--- src/rtl/axi_id_killer_rd.sv ---
// AXI4 read-channel ID restorer: strips ARID toward a single-ID port and re-attaches it to R beats in order.
// Zero-latency combinational AR/R paths; backpressure passes straight through, gated by the ID queue's full/empty.
module axi_id_killer_rd #(
  parameter int ID_WIDTH   = 4,
  parameter int ADDR_WIDTH = 32,
  parameter int DATA_WIDTH = 32,
  parameter int DEPTH      = 8,
  localparam int PW = (DEPTH > 1) ? $clog2(DEPTH) : 1,
  localparam int CW = $clog2(DEPTH + 1)
) (
  input  logic                  clk,
  input  logic                  rst,
  input  logic                  s_arvalid,
  output logic                  s_arready,
  input  logic [ID_WIDTH-1:0]   s_arid,
  input  logic [ADDR_WIDTH-1:0] s_araddr,
  input  logic [7:0]            s_arlen,
  input  logic [2:0]            s_arsize,
  input  logic [1:0]            s_arburst,
  output logic                  m_arvalid,
  input  logic                  m_arready,
  output logic                  m_arid,
  output logic [ADDR_WIDTH-1:0] m_araddr,
  output logic [7:0]            m_arlen,
  output logic [2:0]            m_arsize,
  output logic [1:0]            m_arburst,
  input  logic                  m_rvalid,
  output logic                  m_rready,
  input  logic [DATA_WIDTH-1:0] m_rdata,
  input  logic [1:0]            m_rresp,
  input  logic                  m_rlast,
  output logic                  s_rvalid,
  input  logic                  s_rready,
  output logic [ID_WIDTH-1:0]   s_rid,
  output logic [DATA_WIDTH-1:0] s_rdata,
  output logic [1:0]            s_rresp,
  output logic                  s_rlast,
  output logic [CW-1:0]         outstanding,
  output logic                  err
);

  localparam logic [PW-1:0] LAST_IDX = PW'(DEPTH - 1);

  logic [ID_WIDTH-1:0] r_data [DEPTH];
  logic [PW-1:0]       r_rp;
  logic [PW-1:0]       r_wp;
  logic                r_full;
  logic                r_empty;
  logic [CW-1:0]       r_count;
  logic                r_err;

  logic          w_push;
  logic          w_rfire;
  logic          w_pop;
  logic [PW-1:0] w_rp_next;
  logic [PW-1:0] w_wp_next;

  assign w_push    = s_arvalid & m_arready & ~r_full;
  assign w_rfire   = m_rvalid & s_rready & ~r_empty;
  assign w_pop     = w_rfire & m_rlast;
  assign w_rp_next = (r_rp == LAST_IDX) ? '0 : r_rp + PW'(1);
  assign w_wp_next = (r_wp == LAST_IDX) ? '0 : r_wp + PW'(1);

  assign m_arvalid = s_arvalid & ~r_full;
  assign s_arready = m_arready & ~r_full;
  assign m_arid    = 1'b0;
  assign m_araddr  = s_araddr;
  assign m_arlen   = s_arlen;
  assign m_arsize  = s_arsize;
  assign m_arburst = s_arburst;

  assign s_rvalid  = m_rvalid & ~r_empty;
  assign m_rready  = s_rready & ~r_empty;
  assign s_rid     = r_data[r_rp];
  assign s_rdata   = m_rdata;
  assign s_rresp   = m_rresp;
  assign s_rlast   = m_rlast;

  assign outstanding = r_count;
  assign err         = r_err;

  // ID storage needs no reset: entries are only read while the queue is non-empty.
  always_ff @(posedge clk) begin
    if (w_push) begin
      r_data[r_wp] <= s_arid;
    end
  end

  always_ff @(posedge clk) begin
    if (rst) begin
      r_rp    <= '0;
      r_wp    <= '0;
      r_full  <= 1'b0;
      r_empty <= 1'b1;
      r_count <= '0;
      r_err   <= 1'b0;
    end else begin
      if (w_push) begin
        r_wp <= w_wp_next;
      end
      if (w_pop) begin
        r_rp <= w_rp_next;
      end

      if (w_push) begin
        r_empty <= 1'b0;
      end else if (w_pop && (w_rp_next == r_wp)) begin
        r_empty <= 1'b1;
      end

      if (w_pop) begin
        r_full <= 1'b0;
      end else if (w_push && (w_wp_next == r_rp)) begin
        r_full <= 1'b1;
      end

      case ({w_push, w_pop})
        2'b10:   r_count <= r_count + CW'(1);
        2'b01:   r_count <= r_count - CW'(1);
        default: r_count <= r_count;
      endcase

      // A response with nothing outstanding is held off, never dropped.
      if (m_rvalid && r_empty) begin
        r_err <= 1'b1;
      end
    end
  end

endmodule

--- config.mk ---
export PLATFORM = sky130hd
export DESIGN_NAME = axi_id_killer_rd
export DESIGN_NICKNAME = d
export VERILOG_FILES = /design/src/rtl/axi_id_killer_rd.sv
export SDC_FILE = /design/constraint.sdc
export NUM_CORES = 1
export LEC_CHECK = 0
export CAP_MARGIN = 15
export CORE_ASPECT_RATIO = 1.1
export CORE_MARGIN = 5
export CORE_UTILIZATION = 25
export CTS_CLUSTER_DIAMETER = 120
export CTS_CLUSTER_SIZE = 10
export DETAILED_ROUTE_END_ITERATION = 10
export PLACE_DENSITY_LB_ADDON = 0.12
export SLEW_MARGIN = 20
export SYNTH_ARGS = -nofsm -noshare
export SYNTH_HDL_FRONTEND = slang
export SYNTH_SLANG_ARGS = --single-unit
--- constraint.sdc ---
create_clock -name clk -period 2.6 [get_ports clk]
set_clock_uncertainty 0.15 [all_clocks]
set_input_delay 0.39 -clock clk [delete_from_list [all_inputs] [get_ports clk]]
set_output_delay 0.39 -clock clk [all_outputs]
set_load 0.01 [all_outputs]
; ---- Word level (Yosys, flattened, before mapping)
; Memories as Yosys holds them, arrays and structs flattened. A register that Yosys moved wholly into a read port is not among the register bits.
; Cells that the tools add are included.
[totals]
output_inout_bits = 94
elab_cells = 43
mem_count = 1
mem_bits_rw = 32
regBits = 13
input_bits = 90
[memory_table]
columns = memory, depth, word_bits, read_ports, rd_clocked_by_memory_dff, write_ports, line
row1 = r_data, 8, 4, 1, 1, 1, 44  ; logic [ID_WIDTH-1:0] r_data [DEPTH];
[classes]
n_mux = 9
bitwise = 11
n_eq_ne = 6
reduce_logical = 6
addsub = 4
[op_table]
columns = operator, n
row1 = 2-to-1 mux 3 bit, 4
row2 = bitwise AND 1 bit, 9
row3 = case mux 4 bit (2 select lines), 1
row4 = adder 3 x 1 -> 3 bit (second input constant), 2
row5 = == test 3 bit, 2
row6 = == test 3 bit (second input constant), 2
row7 = adder 4 x 1 -> 4 bit (second input constant), 1
row8 = 2-to-1 mux 1 bit, 4
row9 = nonzero test 2 bit, 2
row10 = subtractor 4 x 1 -> 4 bit (second input constant), 1
row11 = logical AND 1 bit, 3
row12 = == test 2 x 1 -> 1 bit (second input constant), 1
row13 = == test 2 bit (second input constant), 1
row14 = inverter 1 bit, 2
row15 = OR reduction 2 bit, 1

; ---- Logic depth before layout (Yosys ltp)
; Gate-level depths: netlist (run 1).
[depth]
depth_word = 6
ltp_mapped = 11
ltp_nobuf = 10

; ---- Least setup slack after synthesis (run 1)
; Ideal clock, no wire load.
[synth_path]
kind = in2reg
from = input s_arvalid
to = register r_count[2] (netlist: outstanding[2])
t_required_ps = 2379
cell_stages = 11
slack_ps = 117
t_arrival_ps = 2263
n_path_buf = 1
setup_time_ps = 71
cell_sequence = nor2b_1 > and2_1 > buf_2 > inv_1 > ha_1 > xor2_1 > ha_1 > a21oi_1 > xor2_1 > or3_1 > a21oi_1
[synth_via]
elab_chain_cells = 4
word_cells_on_any_way = 6
cone_classes = eq/ne: 2 / mux: 1 / bitwise: 2 / reduce/logical: 1
[synth_rtl]
columns = element, line
row1 = "start, declared", 13  ; input logic s_arvalid,
row2 = bitwise AND 1 bit * (2 in series), 58  ; assign w_push = s_arvalid & m_arready & ~r_full;
row3 = == test 2 x 1 -> 1 bit / == test 2 bit (equally long branches), 117  ; case ({w_push, w_pop})
row4 = case mux 4 bit (2 select lines) / nonzero test 2 bit (equally long branches), --
row5 = "end signal, assigned", 118  ; 2'b10: r_count <= r_count + CW'(1);
row6 = "end signal, assigned", 119  ; 2'b01: r_count <= r_count - CW'(1);
row7 = "end signal, assigned", 120  ; default: r_count <= r_count;
row8 = "end, declared", 49  ; logic [CW-1:0] r_count;
; Every way passes the cells marked *; elsewhere a longest branch is shown, timed or not.
; A chain may end at the register's enable or synchronous reset.

==> results.yml, run 1 <==
global_routing:
  grt_pass1_wl_mm: 7.43
  grt_max_degree: 15
  antenna_found_initial: 0
  grt.total_usage_pct: 7.51
  grt_pass1_vias: 1467
  grt_overflow: 0
yosys:
  synth-seq-area-share_pct: 47.8
  synth.area.top_cells: "edfxtp_1 36%, buf_4 23%, dfxtp_1 12%, mux4_1 7.8%, ha_1 3.3%"
  synth.distinct_cells: 31
  synth_top_area_cell: "edfxtp_1"
  synth_edf_count: 32
  synth_top_area_share_pct: 35.8
  synth_fp_nets: 323
  ys_async_sr_fraction_pct: 0
  postSynthCellCount: 226
  ys_ff_latch: 48
  yosys_warnings: 0
  synthFlopType: "edfxtp_1"
  syn_area_um2: 2680
  avgSynthCellArea_um2: 11.9
floorplanning:
  coreArea_um2: 10400
  dieArea_um2: 12900
  start_util_pct: 25.7
  fp.dieH_um: 119
  rows: 39
  die_w_um: 109
  io_pins: 184
placed_design:
  post-place-cells: 322
  port_buffers: 24
  gp_congestion: 0.700
  dp_hpwl_mm: 3.33
drt:
  drtIter0Drc: 37
  via_count: 1338
  wire_per_inst_um: 14.0
  drc: 0
  postRouteAntennaNets: 0
  avgViaCountPerCell: 4.07
  firstDrtPassIters: 2
  wl_mm: 4.59
run:
  drv_cap: 0
sta:
  worstMarginPinSlew_ns: 0.552
  period_share_pct: 94.8
  layout_min_cycle_time_ns: 2.46
  rsz0062_at_grt: "false"
  setup_viol: 0
  slew_viol_final: 0
  max_freq_ghz: 0.406
  whs_ns: 0.326
  finalHoldViolCount: 0
  relSlewSlack_pct: 63.1
cells_and_area:
  final_cell_mix: "32 x edfxtp_1, 20 x clkdlybuf4s50_1, 16 x dfxtp_1"
  final_common_cell: "edfxtp_1"
  syn_to_final_growth_pct: 3.69
  diodes: 0
  layout.nets: 283
  fin_cells: 329
  fillers: 1079
  layout-drive-gt1-share_pct: 16.7
clocking:
  hold_buffers: 0
  cts_resized: 4
  cts_root_buf: "clkbuf_16"
  cts.sinks: 48
  clock_latency_ns: 0.28
  cts_buffers: 5
  cts_max_level: 2
  postCtsSetupRepairBufs: 0
  clockBufferDepth: 2
  cts_tree: "yes"
  clk_pin_slew_ns: 0.06
power:
  power-per-cell-area_nw_per_um2: 636
  ir_drop_v: 0.000232
  p_leak_nw: 0.964
worst_setup_path:
  start_kind: "flop"
  criticalPathCategory: "flop to primary output"
  crit_required_ns: 2.06
  end_kind: "primary output"
  cp.arrival_ns: 1.92
  reg2reg_from: "r_empty$_SDFFE_PP1P_"
  crit_fanout: 8
hold_path:
  hold_class: "flop to flop"
  worstHoldStart: "err$_SDFFE_PP0P_"
run_status:
  status: "finished clean"
## metrics by stage
step / worst slack, ns / util (%) / power (W) / area [um^2] / TNS, ns
floorplan: 0.117 / - / 0.00104 / 2680 / 0
global placement: -0.0740 / 24.8 / 0.000977 / 2590 / -0.110
detailed placement: -0.189 / 24.8 / 0.000979 / 2590 / -0.319
CTS: 0.0937 / 26.6 / 0.00179 / 2770 / 0
global route: 0.0168 / 26.6 / 0.00183 / 2780 / 0
finish: 0.136 / 26.6 / 0.00177 / 2780 / 0
## flip-flops by register name, summed over array words and instances, names as in the netlist, named ones only
signal and cells:
r_data 32, r_rp 3, r_full 1, r_wp 3, r_empty 1, err 1
outstanding 4
## final cells by class
| type | count | area [um^2] | share of cell area (%) |
|---|---|---|---|
| Clock buffer | 5 | 125 | 4.50 |
| Clock inverter | 2 | 60.1 | 2.16 |
| Inverter | 2 | 7.51 | 0.270 |
| Multi-Input combinational cell | 89 | 759 | 27.3 |
| Sequential cell | 48 | 1280 | 46.1 |
| Tap cell | 143 | 179 | 6.44 |
| Timing Repair Buffer | 40 | 368 | 13.2 |
## report_power, final
group / total (W) / switching [W] / internal (W)
Clock: 0.000810 / 0.000264 / 0.000545
Combinational: 0.000118 / 0.0000519 / 0.0000663
Sequential: 0.000840 / 0.0000134 / 0.000827
Total: 0.00177 / 0.000330 / 0.00144
## cell usage after synthesis, types with 5 or more instances
cell type	instances
buf_4	81
nand2_1	12
a21oi_1	10
mux2_2	5
dfxtp_1	16
nor3_1	5
ha_1	7
nor2b_1	5
edfxtp_1	32
mux4_1	8
xnor2_1	6
nor2_1	10
## critical path, stage by stage, from the launching register on
cell and delay [ns]:
dfxtp_1 0.36, buf_12 0.14, mux4_1 0.56, mux2_2 0.28, dlygate4sd2_1 0.29
## metal layers
layer / track usage [%] / up-vias / part of all wire [%]
li1: - / 622 / -
met1: 8.42 / 652 / 43
met2: 12.2 / 39 / 47
met3: 2.84 / 25 / 6.9
met4: 4.10 / 0 / 3.3
met5: 0 / - / 0
## path summary, 6_finish.rpt
path / slack, ns / to / cells after the start
max: 0.14 / s_rid[0] / 4
min: 0.33 / err$_SDFFE_PP0P_ / 2
max reg2reg: 0.43 / outstanding[2]$_SDFFE_PP0P_ / 10
min reg2reg: 0.33 / err$_SDFFE_PP0P_ / 2
## logic make-up after synthesis
group	after synthesis	synth area share, %
muxes	15	10.7
DFF	48	47.8
other	1	0.140
xor gates and xnor gates	9	2.94
AOI/OAI and AO/OA	15	3.31
buffers and inverters	89	24.2
and+or+nand+nor	42	7.70
adders and majority gates	7	3.27
Note: power is estimated with default switching activity, not from simulation.
==> run 2: changes to the inputs <==
--- a/config.mk
+++ b/config.mk
@@ -6,14 +6,14 @@
 export NUM_CORES = 1
 export LEC_CHECK = 0
 export CAP_MARGIN = 15
-export CORE_ASPECT_RATIO = 1.1
-export CORE_MARGIN = 5
+export CORE_ASPECT_RATIO = 1.75
+export CORE_MARGIN = 2
 export CORE_UTILIZATION = 25
 export CTS_CLUSTER_DIAMETER = 120
 export CTS_CLUSTER_SIZE = 10
 export DETAILED_ROUTE_END_ITERATION = 10
 export PLACE_DENSITY_LB_ADDON = 0.12
-export SLEW_MARGIN = 20
+export SLEW_MARGIN = 25
 export SYNTH_ARGS = -nofsm -noshare
 export SYNTH_HDL_FRONTEND = slang
 export SYNTH_SLANG_ARGS = --single-unit
==> run 2 against run 1 <==
  * Sequential cell count did not move
  * Non-clock buffer count is the same
  * Combinational power is essentially flat
  * Setup slack lost 0.0089 ns
  * Clock power shrank 7.5%
  * Register-to-register slack about the same
  * Via count decreased by 1.7%
  * Global-route usage is 1.3 points higher
  * Sequential power hardly changed
  * Critical path depth is the same
  * Critical path type unchanged
==> results.yml, run 2 (synthesis gave the netlist of run 1 again) <==
power:
  ir_drop_v: 0.000283
  p_leak_nw: 0.957
  power.total_w: 0.00171
  power-per-cell-area_nw_per_um2: 621
clocking:
  clockBufferDepth: 2
  cts_root_buf: "clkbuf_16"
  hold_buffers: 0
  cts_max_level: 2
  postCtsSetupRepairBufs: 0
  cts_resized: 5
  clk_pin_slew_ns: 0.07
  cts_tree: "yes"
  cts.sinks: 48
  cts_buffers: 5
  clock_latency_ns: 0.29
worst_setup_path:
  crit_end: "s_rid[3]"
  crit_required_ns: 2.06
  rrSetupSlack_ns: 0.43
  criticalPathCategory: "flop to primary output"
  start_kind: "flop"
  cp.arrival_ns: 1.93
  crit_fanout: 8
  end_kind: "primary output"
  rr_endpoint: "outstanding[2]$_SDFFE_PP0P_"
  r2r_cells: 10
  reg2reg_from: "r_empty$_SDFFE_PP1P_"
drt:
  firstDrtPassIters: 4
  drtIter0Drc: 56
  postRouteAntennaNets: 0
  avgViaCountPerCell: 4.15
  drc: 0
  wl_mm: 4.90
  via_count: 1315
  wire_per_inst_um: 15.4
floorplanning:
  dieArea_um2: 11600
  io_pins: 184
  coreArea_um2: 10600
  die_w_um: 82.3
  rows: 50
  fp.dieH_um: 141
  start_util_pct: 25.4
placed_design:
  port_buffers: 24
  dp_hpwl_mm: 3.82
  gp_congestion: 0.746
  place_area_um2: 2580
sta:
  finalHoldViolCount: 0
  rsz0062_at_grt: "false"
  slew_viol_final: 0
  max_freq_ghz: 0.404
  period_share_pct: 95.1
  layout_min_cycle_time_ns: 2.47
  worstMarginPinSlew_ns: 0.580
  relSlewSlack_pct: 61.2
  setup_viol: 0
cells_and_area:
  stdcell_area_um2: 2750
  diodes: 0
  largest_register_ffs: 32
  final_core_util_pct: 26.0
  layout.nets: 283
  regMostFlops: "r_data"
  final_common_cell: "edfxtp_1"
  layout-drive-gt1-share_pct: 17.1
  fillers: 1090
  syn_to_final_growth_pct: 2.47
  final_cell_mix: "32 x edfxtp_1, 20 x clkdlybuf4s50_1, 16 x dfxtp_1"
global_routing:
  grt.total_usage_pct: 8.77
  grt_max_degree: 16
  antenna_found_initial: 0
  grt_pass1_wl_mm: 7.48
  grt_overflow: 0
  grt_pass1_vias: 1459
hold_path:
  hold_class: "flop to flop"
run:
  drv_cap: 0
run_status:
  status: "finished clean"
[run 2: layout make-up]
| cell class | instances | area [um^2] | area share (%) |
|---|---|---|---|
| multi-input combinational | 89 | 751 | 27.3 |
| sequential | 48 | 1280 | 46.6 |
| clock inverter | 2 | 38.8 | 1.41 |
| inverter | 2 | 7.51 | 0.273 |
| tap | 130 | 163 | 5.92 |
| clock buffer | 6 | 139 | 5.05 |
| timing repair buffer | 40 | 368 | 13.4 |
[run 2: critical path, cell delays in order (launching register included)]
cell and delay, ns:
dfxtp_1 0.36, buf_12 0.14, mux4_1 0.57, mux2_2 0.29, dlygate4sd2_1 0.29
[run 2: worst min-delay path by stage]
| stage | slack [ns] | endpoint | cells past startpoint | from |
|---|---|---|---|---|
| 6_report | 0.34 | err$_SDFFE_PP0P_ | 2 | err$_SDFFE_PP0P_ |
| 5_1_grt | 0.37 | err$_SDFFE_PP0P_ | 2 | err$_SDFFE_PP0P_ |
| 4_1_cts | 0.36 | err$_SDFFE_PP0P_ | 2 | err$_SDFFE_PP0P_ |
| 3_5_place_dp | 0.34 | err$_SDFFE_PP0P_ | 2 | err$_SDFFE_PP0P_ |
| 3_3_place_gp | 0.31 | err$_SDFFE_PP0P_ | 2 | err$_SDFFE_PP0P_ |
| 2_1_floorplan | 0.32 | r_full$_SDFFE_PP0P_ | 1 | rst |
[run 2: stage by stage]
stage / hold slack (ns) / TNS, ns / setup WS (ns) / instances
final: 0.343 / 0 / 0.127 / 317
after global routing: 0.365 / 0 / 0.0202 / 317
after CTS: 0.357 / 0 / 0.0393 / 317
after detailed placement: 0.341 / -0.444 / -0.247 / 309
after global placement: 0.314 / -0.388 / -0.219 / 309
after floorplan: 0.319 / 0 / 0.117 / 226
[run 2: report_power, final]
| part | leakage (nW) | switching [W] | internal (W) |
|---|---|---|---|
| Sequential | 0.419 | 0.0000134 | 0.000827 |
| Clock | 0.0871 | 0.000267 | 0.000481 |
| Combinational | 0.451 | 0.0000525 | 0.0000663 |
| Total | 0.957 | 0.000333 | 0.00137 |
[run 2: layer usage]
metal,GRT usage (%),routed length (um)
met1,7.61,1680
met2,17.1,2890
met3,1.98,226
met4,5.00,97
met5,0,0
